==> src/rtl/alu_instr_sequencer.sv <==
// Fetch/decode sequencer driving ALU_RegFile from a small loadable program memory.
// Optional single-step mode (PAUSE state, step_en/step ports) is enabled by SEQ_SINGLE_STEP_EN.
module alu_instr_sequencer #(
    parameter int DEPTH = 16,
    parameter int AW    = 4,
    parameter int IW    = 16
) (
    input  logic          clk,
    input  logic          rst_n,
    input  logic          start,
    input  logic          prog_we,
    input  logic [AW-1:0] prog_addr,
    input  logic [IW-1:0] prog_data,
    input  logic [7:0]    alu_result,
    output logic [2:0]    read_reg1,
    output logic [2:0]    read_reg2,
    output logic [2:0]    write_reg,
    output logic [1:0]    opcode,
    output logic          reg_write,
    output logic          busy,
    output logic          done,
    output logic [AW-1:0] pc,
    output logic [7:0]    last_result,
    output logic [7:0]    instr_count
`ifdef SEQ_SINGLE_STEP_EN
    ,
    input  logic          step_en,
    input  logic          step
`endif
);

`ifdef SEQ_SINGLE_STEP_EN
    typedef enum logic [2:0] {
        S_IDLE  = 3'd0,
        S_FETCH = 3'd1,
        S_EXEC  = 3'd2,
        S_WB    = 3'd3,
        S_DONE  = 3'd4,
        S_PAUSE = 3'd5
    } state_t;
`else
    typedef enum logic [2:0] {
        S_IDLE  = 3'd0,
        S_FETCH = 3'd1,
        S_EXEC  = 3'd2,
        S_WB    = 3'd3,
        S_DONE  = 3'd4
    } state_t;
`endif

    localparam logic [AW-1:0] LAST_ADDR  = AW'(DEPTH - 1);
    localparam logic [AW-1:0] PC_ONE     = AW'(1);
    localparam logic [1:0]    CLS_ALU_WB = 2'b00;
    localparam logic [1:0]    CLS_NOP    = 2'b10;
    localparam logic [1:0]    CLS_HALT   = 2'b11;

    state_t        state_r;
    logic [IW-1:0] mem_r [0:DEPTH-1];
    logic [1:0]    ir_class_r;
    logic [2:0]    read_reg1_r;
    logic [2:0]    read_reg2_r;
    logic [2:0]    write_reg_r;
    logic [1:0]    opcode_r;
    logic          reg_write_r;
    logic          busy_r;
    logic          done_r;
    logic [AW-1:0] pc_r;
    logic [7:0]    last_result_r;
    logic [7:0]    instr_count_r;

    logic [1:0]    fetch_class_s;
    logic          at_end_s;
    logic          pause_s;
    logic [7:0]    count_next_s;

    assign fetch_class_s = mem_r[pc_r][15:14];
    assign at_end_s      = (pc_r == LAST_ADDR);
    assign count_next_s  = (instr_count_r == 8'hFF) ? 8'hFF : (instr_count_r + 8'd1);
`ifdef SEQ_SINGLE_STEP_EN
    assign pause_s       = step_en;
`else
    assign pause_s       = 1'b0;
`endif

    // Program memory: written only while idle; contents survive rst_n
    always_ff @(posedge clk) begin
        if ((state_r == S_IDLE) && prog_we) begin
            mem_r[prog_addr] <= prog_data;
        end
    end

    // Sequencer FSM with registered outputs; done and reg_write are single-cycle pulses
    always_ff @(posedge clk or negedge rst_n) begin
        if (!rst_n) begin
            state_r       <= S_IDLE;
            ir_class_r    <= 2'b00;
            read_reg1_r   <= 3'd0;
            read_reg2_r   <= 3'd0;
            write_reg_r   <= 3'd0;
            opcode_r      <= 2'b00;
            reg_write_r   <= 1'b0;
            busy_r        <= 1'b0;
            done_r        <= 1'b0;
            pc_r          <= '0;
            last_result_r <= 8'h00;
            instr_count_r <= 8'h00;
        end else begin
            done_r      <= 1'b0;
            reg_write_r <= 1'b0;
            case (state_r)
                S_IDLE: begin
                    if (start) begin
                        pc_r          <= '0;
                        instr_count_r <= 8'h00;
                        busy_r        <= 1'b1;
                        state_r       <= S_FETCH;
                    end
                end
                S_FETCH: begin
                    ir_class_r <= fetch_class_s;
                    case (fetch_class_s)
                        CLS_NOP: begin
                            if (at_end_s) begin
                                done_r  <= 1'b1;
                                state_r <= S_DONE;
                            end else if (pause_s) begin
`ifdef SEQ_SINGLE_STEP_EN
                                state_r <= S_PAUSE;
`endif
                            end else begin
                                pc_r    <= pc_r + PC_ONE;
                                state_r <= S_FETCH;
                            end
                        end
                        CLS_HALT: begin
                            done_r  <= 1'b1;
                            state_r <= S_DONE;
                        end
                        default: begin
                            opcode_r    <= mem_r[pc_r][13:12];
                            write_reg_r <= mem_r[pc_r][11:9];
                            read_reg1_r <= mem_r[pc_r][8:6];
                            read_reg2_r <= mem_r[pc_r][5:3];
                            state_r     <= S_EXEC;
                        end
                    endcase
                end
                S_EXEC: begin
                    last_result_r <= alu_result;
                    instr_count_r <= count_next_s;
                    reg_write_r   <= (ir_class_r == CLS_ALU_WB);
                    state_r       <= S_WB;
                end
                S_WB: begin
                    if (at_end_s) begin
                        done_r  <= 1'b1;
                        state_r <= S_DONE;
                    end else if (pause_s) begin
`ifdef SEQ_SINGLE_STEP_EN
                        state_r <= S_PAUSE;
`endif
                    end else begin
                        pc_r    <= pc_r + PC_ONE;
                        state_r <= S_FETCH;
                    end
                end
                S_DONE: begin
                    busy_r  <= 1'b0;
                    state_r <= S_IDLE;
                end
`ifdef SEQ_SINGLE_STEP_EN
                S_PAUSE: begin
                    if (step) begin
                        pc_r    <= pc_r + PC_ONE;
                        state_r <= S_FETCH;
                    end
                end
`endif
                default: begin
                    busy_r  <= 1'b0;
                    state_r <= S_IDLE;
                end
            endcase
        end
    end

    assign read_reg1   = read_reg1_r;
    assign read_reg2   = read_reg2_r;
    assign write_reg   = write_reg_r;
    assign opcode      = opcode_r;
    assign reg_write   = reg_write_r;
    assign busy        = busy_r;
    assign done        = done_r;
    assign pc          = pc_r;
    assign last_result = last_result_r;
    assign instr_count = instr_count_r;

endmodule
==> config.mk <==
export PLATFORM = sky130hd
export DESIGN_NAME = alu_instr_sequencer
export DESIGN_NICKNAME = d
export VERILOG_FILES = /design/src/rtl/alu_instr_sequencer.sv
export SDC_FILE = /design/constraint.sdc
export NUM_CORES = 1
export LEC_CHECK = 0
export ABC_AREA = 1
export BUFFER_PORTS_ARGS = -buffer_cell sky130_fd_sc_hd__buf_2
export CELL_PAD_IN_SITES_DETAIL_PLACEMENT = 0
export CELL_PAD_IN_SITES_GLOBAL_PLACEMENT = 2
export CORE_ASPECT_RATIO = 1.2
export CORE_MARGIN = 5
export CORE_UTILIZATION = 35
export DETAILED_ROUTE_END_ITERATION = 7
export GPL_ROUTABILITY_DRIVEN = 1
export HOLD_SLACK_MARGIN = 0.03
export PLACE_DENSITY_LB_ADDON = 0.05
export SKIP_CTS_REPAIR_TIMING = 1
export SYNTH_ARGS = -nofsm -noshare
export SYNTH_HDL_FRONTEND = slang
export SYNTH_SLANG_ARGS = --single-unit
export TNS_END_PERCENT = 50
==> constraint.sdc <==
create_clock -name clk -period 2.25 [get_ports clk]
set_clock_uncertainty 0.15 [all_clocks]
set_input_delay 0.225 -clock clk [delete_from_list [all_inputs] [get_ports clk]]
set_output_delay 0.225 -clock clk [all_outputs]
set_load 0.01 [all_outputs]
==> run_summary.xml <==
<?xml version="1.0" encoding="UTF-8"?>
<metrics>
  <group name="sta">
    <metric name="timing.final.crit_period" unit="ns">2.06</metric>
    <metric name="worst_pin_slew" unit="ns">0.722</metric>
    <metric name="report.final.setup_viol" unit="">0</metric>
    <metric name="timing.final.max_slew_violations" unit="">0</metric>
    <metric name="timing.slew.headroom" unit="%">51.8</metric>
    <metric name="fin_crit_sh" unit="%">91.6</metric>
    <metric name="fin_setup_tns" unit="ns">0</metric>
    <metric name="fmax" unit="MHz">485</metric>
    <metric name="rsz_0062_raised_after_global_routing" unit="">false</metric>
    <metric name="whs" unit="ns">0.140</metric>
    <metric name="hold_violations" unit="">0</metric>
  </group>
  <group name="finish">
    <metric name="antenna_cells" unit="">0</metric>
    <metric name="most-common-layout-cells" unit="">edfxtp_1 (208), nand2_1 (163), nor2_1 (134), o21ai_0 (93), buf_2 (62)</metric>
    <metric name="drive_above_1_share" unit="%">18.0</metric>
    <metric name="layout.cells.most_common" unit="">edfxtp_1</metric>
    <metric name="top_register_by_number_of_flip_flops" unit="">mem_r</metric>
    <metric name="final_nets" unit="">1010</metric>
    <metric name="area_added_between_synthesis_and_finish" unit="%">20.7</metric>
    <metric name="filler_cell_count" unit="">2754</metric>
    <metric name="final_cell_area" unit="sq mm">0.0123</metric>
    <metric name="largest_register_ff_count" unit="">208</metric>
  </group>
  <group name="placed_design">
    <metric name="final_weighted_congestion_of_routability_driven_global_placement" unit="">0.768</metric>
    <metric name="place.detailed.hpwl" unit="mm">16.7</metric>
    <metric name="placement.io_buffers" unit="">62</metric>
    <metric name="postPlaceCellArea" unit="sq mm">0.0112</metric>
  </group>
  <group name="global_routing">
    <metric name="first_global_vias" unit="">6818</metric>
    <metric name="gr-total-overflow" unit="">0</metric>
    <metric name="grtUsageTotal" unit="%">15.7</metric>
    <metric name="grt_first_pass_wirelength" unit="mm">40.0</metric>
    <metric name="antenna_found_initial" unit="">0</metric>
    <metric name="grt_start_max_net_pins" unit="">60</metric>
  </group>
  <group name="logic_synthesis">
    <metric name="syn-cell-area" unit="sq mm">0.0102</metric>
    <metric name="syn_nets" unit="">892</metric>
    <metric name="synth_seq_cells" unit="">247</metric>
    <metric name="synth-async-reset-ratio" unit="%">15.8</metric>
    <metric name="postSynth.topFlopCell" unit="">edfxtp_1</metric>
    <metric name="syn_inst_count" unit="">858</metric>
    <metric name="yosysWarningCount" unit="">0</metric>
    <metric name="synth-edff-count" unit="">208</metric>
    <metric name="synth_seq_area_share" unit="%">71.0</metric>
    <metric name="synth_cell_types" unit="">35</metric>
    <metric name="syn_avg_cell_area" unit="sq um">11.9</metric>
  </group>
  <group name="routing">
    <metric name="avgViaCountPerCell" unit="">4.87</metric>
    <metric name="vias" unit="">6713</metric>
    <metric name="dr.first_iter.drc_count" unit="">448</metric>
    <metric name="antenna_left" unit="">0</metric>
    <metric name="detail_route.wirelength" unit="mm">25.7</metric>
    <metric name="remaining_drc_errors" unit="">0</metric>
    <metric name="routed_length_per_placed_instance" unit="um">18.6</metric>
    <metric name="detail_route.first_pass.iterations" unit="">6</metric>
  </group>
  <group name="flow_run">
    <metric name="max_cap_violations" unit="">0</metric>
  </group>
  <group name="pwr">
    <metric name="power.leakage" unit="uW">0.00473</metric>
    <metric name="vdd_ir_drop_max" unit="V">0.000587</metric>
    <metric name="power-per-cell-area" unit="mW/mm^2">1130</metric>
  </group>
  <group name="cts">
    <metric name="worstSkewPairLatency" unit="ns">0.53</metric>
    <metric name="clockRootBuffer" unit="">clkbuf_16</metric>
    <metric name="clkTransAtPathRegs" unit="ns">0.06</metric>
    <metric name="cts-root-to-sink-buffers" unit="">3</metric>
    <metric name="tritoncts_num_sinks" unit="">247</metric>
    <metric name="numCtsBuffers" unit="">26</metric>
    <metric name="htree_num_levels" unit="">1</metric>
    <metric name="tritoncts_clock_tree" unit="">done</metric>
  </group>
  <group name="floorplan">
    <metric name="num_rows" unit="">68</metric>
    <metric name="die_height" unit="um">197</metric>
    <metric name="top_level_ports" unit="">66</metric>
    <metric name="fp.coreArea" unit="sq mm">0.0288</metric>
    <metric name="die_w" unit="um">166</metric>
    <metric name="dieArea" unit="sq mm">0.0326</metric>
    <metric name="initial_utilization" unit="%">35.4</metric>
  </group>
  <group name="worst_setup_path">
    <metric name="regToRegStartpoint" unit="">pc[0]</metric>
    <metric name="timing_worst_setup_path_type" unit="">register to register</metric>
    <metric name="critPathLaunch" unit="">pc[0]</metric>
    <metric name="critical_path.startpoint_type" unit="">register</metric>
    <metric name="timing.critical_path.arrival" unit="ns">2.33</metric>
    <metric name="endpoint_kind" unit="">register</metric>
    <metric name="critical_path.max_fanout" unit="">11</metric>
    <metric name="required" unit="ns">2.52</metric>
  </group>
  <group name="hold_path">
    <metric name="holdCritPathClass" unit="">input pin to asynchronous set/reset pin</metric>
  </group>
  <group name="status">
    <metric name="result_of_the_run" unit="">complete, no violations</metric>
  </group>
</metrics>
## kinds of logic (layout without fill, tap and decap cells)
| family | count (synthesis) | in the layout | synth area share (%) |
|---|---|---|---|
| simple gates | 363 | 363 | 15.0 |
| flops | 247 | 247 | 71.0 |
| buf+inv | 93 | 229 | 4.71 |
| compound gates | 152 | 152 | 9.05 |
| xor+xnor | 1 | 1 | 0.0861 |
| fa+ha+maj | 2 | 2 | 0.246 |
## Yosys cell counts, drive strengths merged, types with 2 or more instances
cell type | number | area [sq um]
a21oi | 3 | 15.0
nand2 | 166 | 631
inv | 47 | 184
edfxtp | 208 | 6250
nor2 | 137 | 522
o221ai | 25 | 219
o211ai | 17 | 128
o31ai | 2 | 15.0
buf | 37 | 260
o21ai | 99 | 495
o22ai | 3 | 18.8
clkbuf | 9 | 35.0
dfrtp | 39 | 976
nand3 | 53 | 328
ha | 2 | 25.0
nor3 | 2 | 10.0
nand4 | 4 | 25.0
## worst max-delay path: stages (launching register included)
cell and delay (ns):
dfrtp_4 0.52, buf_4 0.19, ha_1 0.21, nand2_1 0.07
nor2_1 0.08, a211oi_2 0.42, nand3_2 0.16, nand2_1 0.09
nand2_1 0.05
## per-stage QoR
stage	worst slack (ns)	cells	utilization, %	power (uW)
finish	0.188	1379	42.7	13900
global route	0.00704	1379	42.7	14900
CTS	0.154	1356	41.9	14100
detailed placement	0.178	1310	38.9	9690
global placement	0.134	1310	38.9	9610
floorplan	0.0848	858	-	8300
## where the power goes
part	internal (uW)	switching, uW	leakage, uW	total (uW)
clock network	2630	1740	0.000423	4370
registers	5320	208	0.00237	5530
logic	1370	2640	0.00193	4000
## worst paths after layout
check	endpoint	slack, ns	cells past startpoint
min reg2reg	reg_write	0.29	1
max reg2reg	pc[2]	0.19	8
max in group asynchronous	instr_count[0]	1.19	3
min	done	0.14	2
max	pc[2]	0.19	8
min in group clk	mem_r[11][8]	0.22	4
## layout make-up
cell class,count,area [sq um],area share (%)
Sequential cell,247,7230,58.8
Multi-Input combinational cell,518,2480,20.2
Timing Repair Buffer,136,1040,8.46
Clock buffer,28,679,5.53
Tap cell,385,482,3.92
Clock inverter,18,196,1.60
Inverter,47,184,1.50
## per-layer routing
| layer | GRT usage, % | share of wire (%) | up-vias | routed length [um] |
|---|---|---|---|---|
| li1 | - | - | 3256 | - |
| met1 | 20.5 | 44 | 3273 | 11300 |
| met2 | 27.2 | 50 | 140 | 12900 |
| met3 | 2.23 | 3.9 | 44 | 1000 |
| met4 | 4.61 | 2.1 | 0 | 532 |
| met5 | 0 | 0 | - | 0 |
(Power assumes the default switching activity.)
